==> src/rtl/pwm_capture.sv <==
// Two-channel RC PWM decoder: converts receiver pulse widths into 8-bit codes
// packed as {direction, speed}, with per-channel loss-of-signal detection.

module pwm_capture_chan #(
    parameter int MIN_CLKS      = 100000,
    parameter int TICK_CLKS     = 391,
    parameter int MAX_HIGH_CLKS = 250000,
    parameter int TIMEOUT_CLKS  = 2500000
) (
    input  logic       clk,
    input  logic       rst,
    input  logic       pwm_in,
    output logic       cap_o,
    output logic [7:0] code_o,
    output logic       lost_o,
    output logic [1:0] state_o
);
    localparam int WW = $clog2(MAX_HIGH_CLKS + 1);
    localparam int TW = $clog2(TICK_CLKS + 1);
    localparam int GW = $clog2(TIMEOUT_CLKS + 1);

    // width_q holds (high cycles so far - 2) while a high cycle is being processed
    localparam logic [WW-1:0] OFS_LAST  = WW'(MIN_CLKS - 2);
    localparam logic [WW-1:0] REJ_AT    = WW'(MAX_HIGH_CLKS - 1);
    localparam logic [TW-1:0] TICK_LAST = TW'(TICK_CLKS - 1);
    localparam logic [GW-1:0] GAP_LAST  = GW'(TIMEOUT_CLKS - 1);
    localparam logic [GW-1:0] GAP_MAX   = GW'(TIMEOUT_CLKS);

    typedef enum logic [1:0] {
        IDLE    = 2'd0,
        OFFSET  = 2'd1,
        MEASURE = 2'd2,
        REJECT  = 2'd3
    } state_t;

    state_t          state_q;
    logic            s1_q, s2_q, s3_q;
    logic            v1_q, v2_q, armed_q;
    logic [WW-1:0]   width_q;
    logic [TW-1:0]   tick_q;
    logic [7:0]      acc_q;
    logic [7:0]      code_q;
    logic            cap_q;
    logic [GW-1:0]   gap_q;
    logic            lost_q;
    logic            rise;
    logic            fall;

    // armed_q only sets once a real (post-reset) sample has been seen low, so a
    // pulse already in progress at reset release is never measured
    always_ff @(posedge clk) begin
        if (!rst) begin
            s1_q    <= 1'b0;
            s2_q    <= 1'b0;
            s3_q    <= 1'b0;
            v1_q    <= 1'b0;
            v2_q    <= 1'b0;
            armed_q <= 1'b0;
        end else begin
            s1_q <= pwm_in;
            s2_q <= s1_q;
            s3_q <= s2_q;
            v1_q <= 1'b1;
            v2_q <= v1_q;
            if (v2_q && !s2_q) armed_q <= 1'b1;
        end
    end

    assign rise = armed_q & s2_q & ~s3_q;
    assign fall = s3_q & ~s2_q;

    always_ff @(posedge clk) begin
        if (!rst) begin
            state_q <= IDLE;
            width_q <= '0;
            tick_q  <= '0;
            acc_q   <= 8'd0;
            code_q  <= 8'd0;
            cap_q   <= 1'b0;
        end else begin
            cap_q <= 1'b0;
            case (state_q)
                IDLE: begin
                    if (rise) begin
                        width_q <= '0;
                        state_q <= OFFSET;
                    end
                end
                OFFSET: begin
                    if (fall) begin
                        code_q  <= 8'd0;
                        cap_q   <= 1'b1;
                        state_q <= IDLE;
                    end else if (width_q == REJ_AT) begin
                        state_q <= REJECT;
                    end else begin
                        width_q <= width_q + WW'(1);
                        if (width_q == OFS_LAST) begin
                            acc_q   <= 8'd0;
                            tick_q  <= '0;
                            state_q <= MEASURE;
                        end
                    end
                end
                MEASURE: begin
                    if (fall) begin
                        code_q  <= acc_q;
                        cap_q   <= 1'b1;
                        state_q <= IDLE;
                    end else if (width_q == REJ_AT) begin
                        state_q <= REJECT;
                    end else begin
                        width_q <= width_q + WW'(1);
                        if (tick_q == TICK_LAST) begin
                            tick_q <= '0;
                            if (acc_q != 8'hFF) acc_q <= acc_q + 8'd1;
                        end else begin
                            tick_q <= tick_q + TW'(1);
                        end
                    end
                end
                REJECT: begin
                    if (fall) state_q <= IDLE;
                end
                default: state_q <= IDLE;
            endcase
        end
    end

    // lost_q fires only on the step into saturation, so one strobe per loss
    always_ff @(posedge clk) begin
        if (!rst) begin
            gap_q  <= '0;
            lost_q <= 1'b0;
        end else begin
            lost_q <= !rise && (gap_q == GAP_LAST);
            if (rise) gap_q <= '0;
            else if (gap_q != GAP_MAX) gap_q <= gap_q + GW'(1);
        end
    end

    assign cap_o   = cap_q;
    assign code_o  = code_q;
    assign lost_o  = lost_q;
    assign state_o = state_q;
endmodule

module pwm_capture #(
    parameter int         MIN_CLKS      = 100000,
    parameter int         TICK_CLKS     = 391,
    parameter int         MAX_HIGH_CLKS = 250000,
    parameter int         TIMEOUT_CLKS  = 2500000,
    parameter logic [7:0] NEUTRAL       = 8'd128
) (
    input  logic        clk,
    input  logic        rst,
    input  logic        dir_in,
    input  logic        spd_in,
    output logic [15:0] data_out,
    output logic        valid,
    output logic        dir_ok,
    output logic        spd_ok,
    output logic [1:0]  dir_state,
    output logic [1:0]  spd_state
);
    logic       dir_cap, dir_lost, spd_cap, spd_lost;
    logic [7:0] dir_code, spd_code;
    logic [15:0] data_q, data_d;
    logic       valid_q, valid_d;
    logic       dir_ok_q, dir_ok_d, spd_ok_q, spd_ok_d;

    pwm_capture_chan #(
        .MIN_CLKS(MIN_CLKS), .TICK_CLKS(TICK_CLKS),
        .MAX_HIGH_CLKS(MAX_HIGH_CLKS), .TIMEOUT_CLKS(TIMEOUT_CLKS)
    ) u_dir (
        .clk(clk), .rst(rst), .pwm_in(dir_in),
        .cap_o(dir_cap), .code_o(dir_code), .lost_o(dir_lost), .state_o(dir_state)
    );

    pwm_capture_chan #(
        .MIN_CLKS(MIN_CLKS), .TICK_CLKS(TICK_CLKS),
        .MAX_HIGH_CLKS(MAX_HIGH_CLKS), .TIMEOUT_CLKS(TIMEOUT_CLKS)
    ) u_spd (
        .clk(clk), .rst(rst), .pwm_in(spd_in),
        .cap_o(spd_cap), .code_o(spd_code), .lost_o(spd_lost), .state_o(spd_state)
    );

    // A capture wins over a coincident timeout on the same channel
    always_comb begin
        data_d   = data_q;
        dir_ok_d = dir_ok_q;
        spd_ok_d = spd_ok_q;
        valid_d  = dir_cap | dir_lost | spd_cap | spd_lost;
        if (dir_cap) begin
            data_d[15:8] = dir_code;
            dir_ok_d     = 1'b1;
        end else if (dir_lost) begin
            data_d[15:8] = NEUTRAL;
            dir_ok_d     = 1'b0;
        end
        if (spd_cap) begin
            data_d[7:0] = spd_code;
            spd_ok_d    = 1'b1;
        end else if (spd_lost) begin
            data_d[7:0] = NEUTRAL;
            spd_ok_d    = 1'b0;
        end
    end

    always_ff @(posedge clk) begin
        if (!rst) begin
            data_q   <= {NEUTRAL, NEUTRAL};
            valid_q  <= 1'b0;
            dir_ok_q <= 1'b0;
            spd_ok_q <= 1'b0;
        end else begin
            data_q   <= data_d;
            valid_q  <= valid_d;
            dir_ok_q <= dir_ok_d;
            spd_ok_q <= spd_ok_d;
        end
    end

    assign data_out = data_q;
    assign valid    = valid_q;
    assign dir_ok   = dir_ok_q;
    assign spd_ok   = spd_ok_q;
endmodule
==> config.mk <==
export PLATFORM = sky130hd
export DESIGN_NAME = pwm_capture
export DESIGN_NICKNAME = d
export VERILOG_FILES = /design/src/rtl/pwm_capture.sv
export SDC_FILE = /design/constraint.sdc
export NUM_CORES = 1
export LEC_CHECK = 0
export CELL_PAD_IN_SITES_DETAIL_PLACEMENT = 2
export CELL_PAD_IN_SITES_GLOBAL_PLACEMENT = 2
export CORE_MARGIN = 4
export CORE_UTILIZATION = 35
export DETAILED_ROUTE_END_ITERATION = 6
export PLACE_DENSITY = 0.85
export SLEW_MARGIN = 5
export SYNTH_ARGS = -nofsm -noshare
export SYNTH_HDL_FRONTEND = slang
export SYNTH_HIERARCHICAL = 1
export SYNTH_SLANG_ARGS = --single-unit
==> constraint.sdc <==
create_clock -name clk -period 1.97 [get_ports clk]
set_clock_uncertainty 0.1 [all_clocks]
set_input_delay 0.394 -clock clk [delete_from_list [all_inputs] [get_ports clk]]
set_output_delay 0.394 -clock clk [all_outputs]
set_load 0.01 [all_outputs]
==> out/results.tsv, run 1 <==
metric	value	unit
outcome	stopped before the end	
Stopped at	global routing	
first error	[ERROR DPL-0033] detailed placement checks failed during check placement.	
top_reg_cell synth	dfxtp_1	
async set or reset register ratio after synthesis	0	
syn_nets	1028	
worst_ep grt	u_spd/acc_q[0]$_SDFFE_PN0P_/D	
clk buf depth	2	
Mean Syn Cell Area	8.52	um^2
Die Y	164	um
PortBufs	26	
post-synthesis register bit count	169	
yosys warns	6	
number of synthesized flops with an enable pin	0	
clock sinks	169	
clock root buffer	clkbuf_16	
Max H-tree Level	4	
Post-CTS Hold Buffers	0	
register area share after synthesis	0.397	
I/O Pins	27	
cts bufs inserted	17	
Post-Place Cell Area	0.0104	mm^2
worst_ep kind	register data pin	
largest net degree at the start of global routing	32	
hpwl dp	24.7	mm
number of antenna violations at the first check in global routing	0	
post-synthesis cell count	1000	
Rows	56	
Initial Util	0.360	
Synth cell types	86	
Synth Cell Area	0.00852	mm^2
routability cong.	0.833	
Die W	164	um
[kinds of logic after synthesis]
logic type               share of synthesized area
AO/OA/AOI/OAI                                0.181
XOR/XNOR                                    0.0329
adder cells (fa/ha/maj)                     0.0353
buffers and inverters                       0.0395
flip-flops                                   0.397
AND/OR/NAND/NOR                              0.306
multiplexers                               0.00837
[through the flow]
step / hold slack, ns / utilization / std cells / setup WS (ns) / setup TNS [ns]
after CTS: 0.134 / 0.528 / 1555 / -0.242 / -5.50
after global placement: 0.314 / 0.441 / 1484 / -0.155 / -2.94
after floorplan: 0.312 / - / 1000 / -0.0566 / -0.112
after detailed placement: 0.326 / 0.441 / 1484 / -0.284 / -11.48
[Yosys cell counts (all sizes together), types with 21 or more instances]
cell    number  area [um^2]
nand3       62          315
nand2      100          378
nand4       25          156
xnor2       22          193
dfxtp      169         3380
nor3        35          175
nor4        21          144
inv         27          101
and3        26          163
clkbuf      31          116
a21oi       50          262
nand2b      24          150
o21ai       52          272
ha          24          300
nor2        63          236
[repair_timing]
item,in CTS
setup endpoints to repair,103
cloned,5
pin swaps,63
buffers inserted,37
resized for setup,239
==> run 2: changes to the inputs <==
CELL_PAD_IN_SITES_DETAIL_PLACEMENT = not set   (was 2)
CELL_PAD_IN_SITES_GLOBAL_PLACEMENT = not set   (was 2)
CORE_UTILIZATION = 25   (was 35)
PLACE_DENSITY = not set   (was 0.85)
PLACE_DENSITY_LB_ADDON = 0.15   (was not set)
clock period = 2.6 ns   (was 1.97 ns; I/O delays follow)
==> run 2 against run 1 <==
The run now ends clean. Area after synthesis unchanged. Synthesized cell count unchanged.
==> out/results.tsv, run 2 <==
metric	value	unit	change
outcome	finished clean		was stopped before the end
Overflow after GRT	0		
yosys warns	6		unchanged
Initial Util	0.254		was 0.360
clock sinks	169		unchanged
CTS tree	yes		
Die Y	193	um	was 164 um
syn_nets	1028		unchanged
Worst Path Buf+Inv	1		
biggest regs	u_dir/gap_q x22, u_spd/gap_q x22		
post-synthesis register bit count	169		unchanged
# setup viols final	0		
largest cells by area after synthesis	dfxtp_1 40%, nand2_1 4.4%, nand3_1 3.6%, ha_1 3.5%, nor2_1 2.8%		unchanged
dpl ws	0.212	ns	was -0.284 ns
Filler cells	3619		
Multi-input gate area	0.00480	mm^2	
share of cells above drive strength 1	0.0953		
CP max-delay cell	or4_1		
vias in the first global route	7062		
Synth top cells by count	169 x dfxtp_1, 99 x nand2_1, 63 x nor2_1		unchanged
postcts setup bufs	0		was 37
cts bufs inserted	17		unchanged
PortBufs	26		unchanged
Routed WL	21.9	mm	
static leakage	0.00322	uW	
vias per cell	4.89		
die area	0.0371	mm^2	
commonest non-fill, non-tap cell in the layout	dfxtp_1		
Max H-tree Level	4		unchanged
slew margin rel.	0.514		
register area share after synthesis	0.397		unchanged
crit path setup slack, layout	0.180	ns	
Hold Path Class	reg -> reg		
async set or reset register ratio after synthesis	0		unchanged
largest net degree at the start of global routing	36		
Max VDD drop	401	uV	
All-Layer GR Usage	0.122		
CP arrival	2.67	ns	
I/O Pins	27		unchanged
CP max stage delay	0.59	ns	
DRC violations left	0		
setup total negative slack	0	ns	
PwrDens	602	mW/mm^2	
clock root buffer	clkbuf_16		unchanged
number of antenna violations at the first check in global routing	0		
first-pass GRT wire length	37.1	mm	
Synth Cell Area	0.00852	mm^2	unchanged
most frequent cells in the layout	169 x dfxtp_1, 99 x nand2_1, 63 x nor2_1		
# placed instances	1456		was 1484
actual slew at the worst max-slew pin	0.728	ns	
Yosys top cell area share	0.397		unchanged
post-synthesis cell count	1000		unchanged
CP delay by family, top	simple AND/OR/NAND/NOR gates		
WP data required	2.85	ns	
period utilization	0.931		
top_reg_cell synth	dfxtp_1		unchanged
Rows	67		was 56
nets@finish	1055		
Crit. End Element	register		
MaxCap Viol Count	0		
Final Max Slew Viols	0		
Final ANT Viol Nets	0		
CP Launch Type	register		
iteration-0 DRC count of the detailed router	410		
Vias	7268		
number of diodes	0		
final cell count without fillers	1487		
post-DR wirelength/cell	14.7	um	
hpwl dp	15.1	mm	was 24.7 mm
Post-CTS Hold Buffers	0		unchanged
Mean Syn Cell Area	8.52	um^2	unchanged
most common cell in the netlist	dfxtp_1		unchanged
number of synthesized flops with an enable pin	0		unchanged
first-pass detailed-route iteration total	4		
clock slew at reported path FFs	0.07	ns	
Max FO, Critical Path	21		
Sequential Area	0.00338	mm^2	
Final Hold Fails	0		
Area growth, synth to finish	16.3	%	
Synth cell types	86		unchanged
Die W	193	um	was 164 um
routability cong.	0.767		was 0.833
min cycle time layout	2.42	ns	
clk buf depth	2		unchanged
Hold Worst Slack	0.334	ns	
Cell Chain, Critical Path	inv_1 > ha_1 > nand4bb_1 > or3_4 > o21a_1 > or4_1 > a21oi_1		
crit path kind	reg -> reg		
maximum clock rate	0.413	GHz	
worst skew pair latency	0.43	ns	
# resized after CTS	0		was 239
overall power	5970	uW	
CORE AREA	0.0335	mm^2	
RSZ-0062 raised after global routing	false		
Synth area leader	dfxtp_1		unchanged
-- run 2: report_power, final --
part / switching (uW) / total (uW) / internal [uW]
clock: 1100 / 2450 / 1340
sequential: 55.8 / 2690 / 2640
combinational: 532 / 829 / 298
total: 1690 / 5970 / 4280
-- run 2: metal layers --
| metal | share of wire | routed length (um) | GRT usage | vias up |
|---|---|---|---|---|
| li1 | - | - | - | 3747 |
| met1 | 0.52 | 11300 | 0.170 | 3421 |
| met2 | 0.45 | 9900 | 0.193 | 88 |
| met3 | 0.024 | 517 | 0.0257 | 12 |
| met4 | 0.0078 | 171 | 0.0293 | 0 |
| met5 | 0 | 0 | 0 | - |
-- run 2: cell type report --
cell class,instances,share of cell area
inverters,28,0.0106
flip-flops and latches,169,0.341
clock buffers,18,0.0443
multi-input cells,752,0.484
repair buffers,59,0.0508
well taps,448,0.0566
clock inverters,13,0.0120
-- run 2: path summary, 6_finish.rpt --
check / from / end / slack [ns] / depth (start not counted)
setup reg to reg: u_spd/width_q[0] / u_spd/acc_q[1] / 0.18 / 7
setup / recovery: u_spd/width_q[0] / u_spd/acc_q[1] / 0.18 / 7
hold reg to reg: u_dir/s1_q / u_dir/s2_q / 0.33 / 1
hold / removal: u_dir/s1_q / u_dir/s2_q / 0.33 / 1
-- run 2: kinds of logic after synthesis --
group,synth area share
AOI/OAI and AO/OA,0.181
xor gates and xnor gates,0.0329
adders and majority gates,0.0353
buffers and inverters,0.0395
DFF,0.397
muxes,0.00837
and+or+nand+nor,0.306
-- run 2: worst reg2reg max path, cell delays in order (launching register included) --
cell	delay (ns)
dfxtp_1	0.33
inv_1	0.09
ha_1	0.16
nand4bb_1	0.11
or3_4	0.40
o21a_1	0.43
or4_1	0.59
a21oi_1	0.14
-- run 2: through the flow --
stage                util  instance area, um^2
floorplan               -                 8520
detailed placement  0.279                 9350
global placement    0.279                 9350
CTS                 0.295                 9910
global route        0.295                 9910
finish              0.295                 9910
No activity file was read; power rests on OpenSTA's default activity.
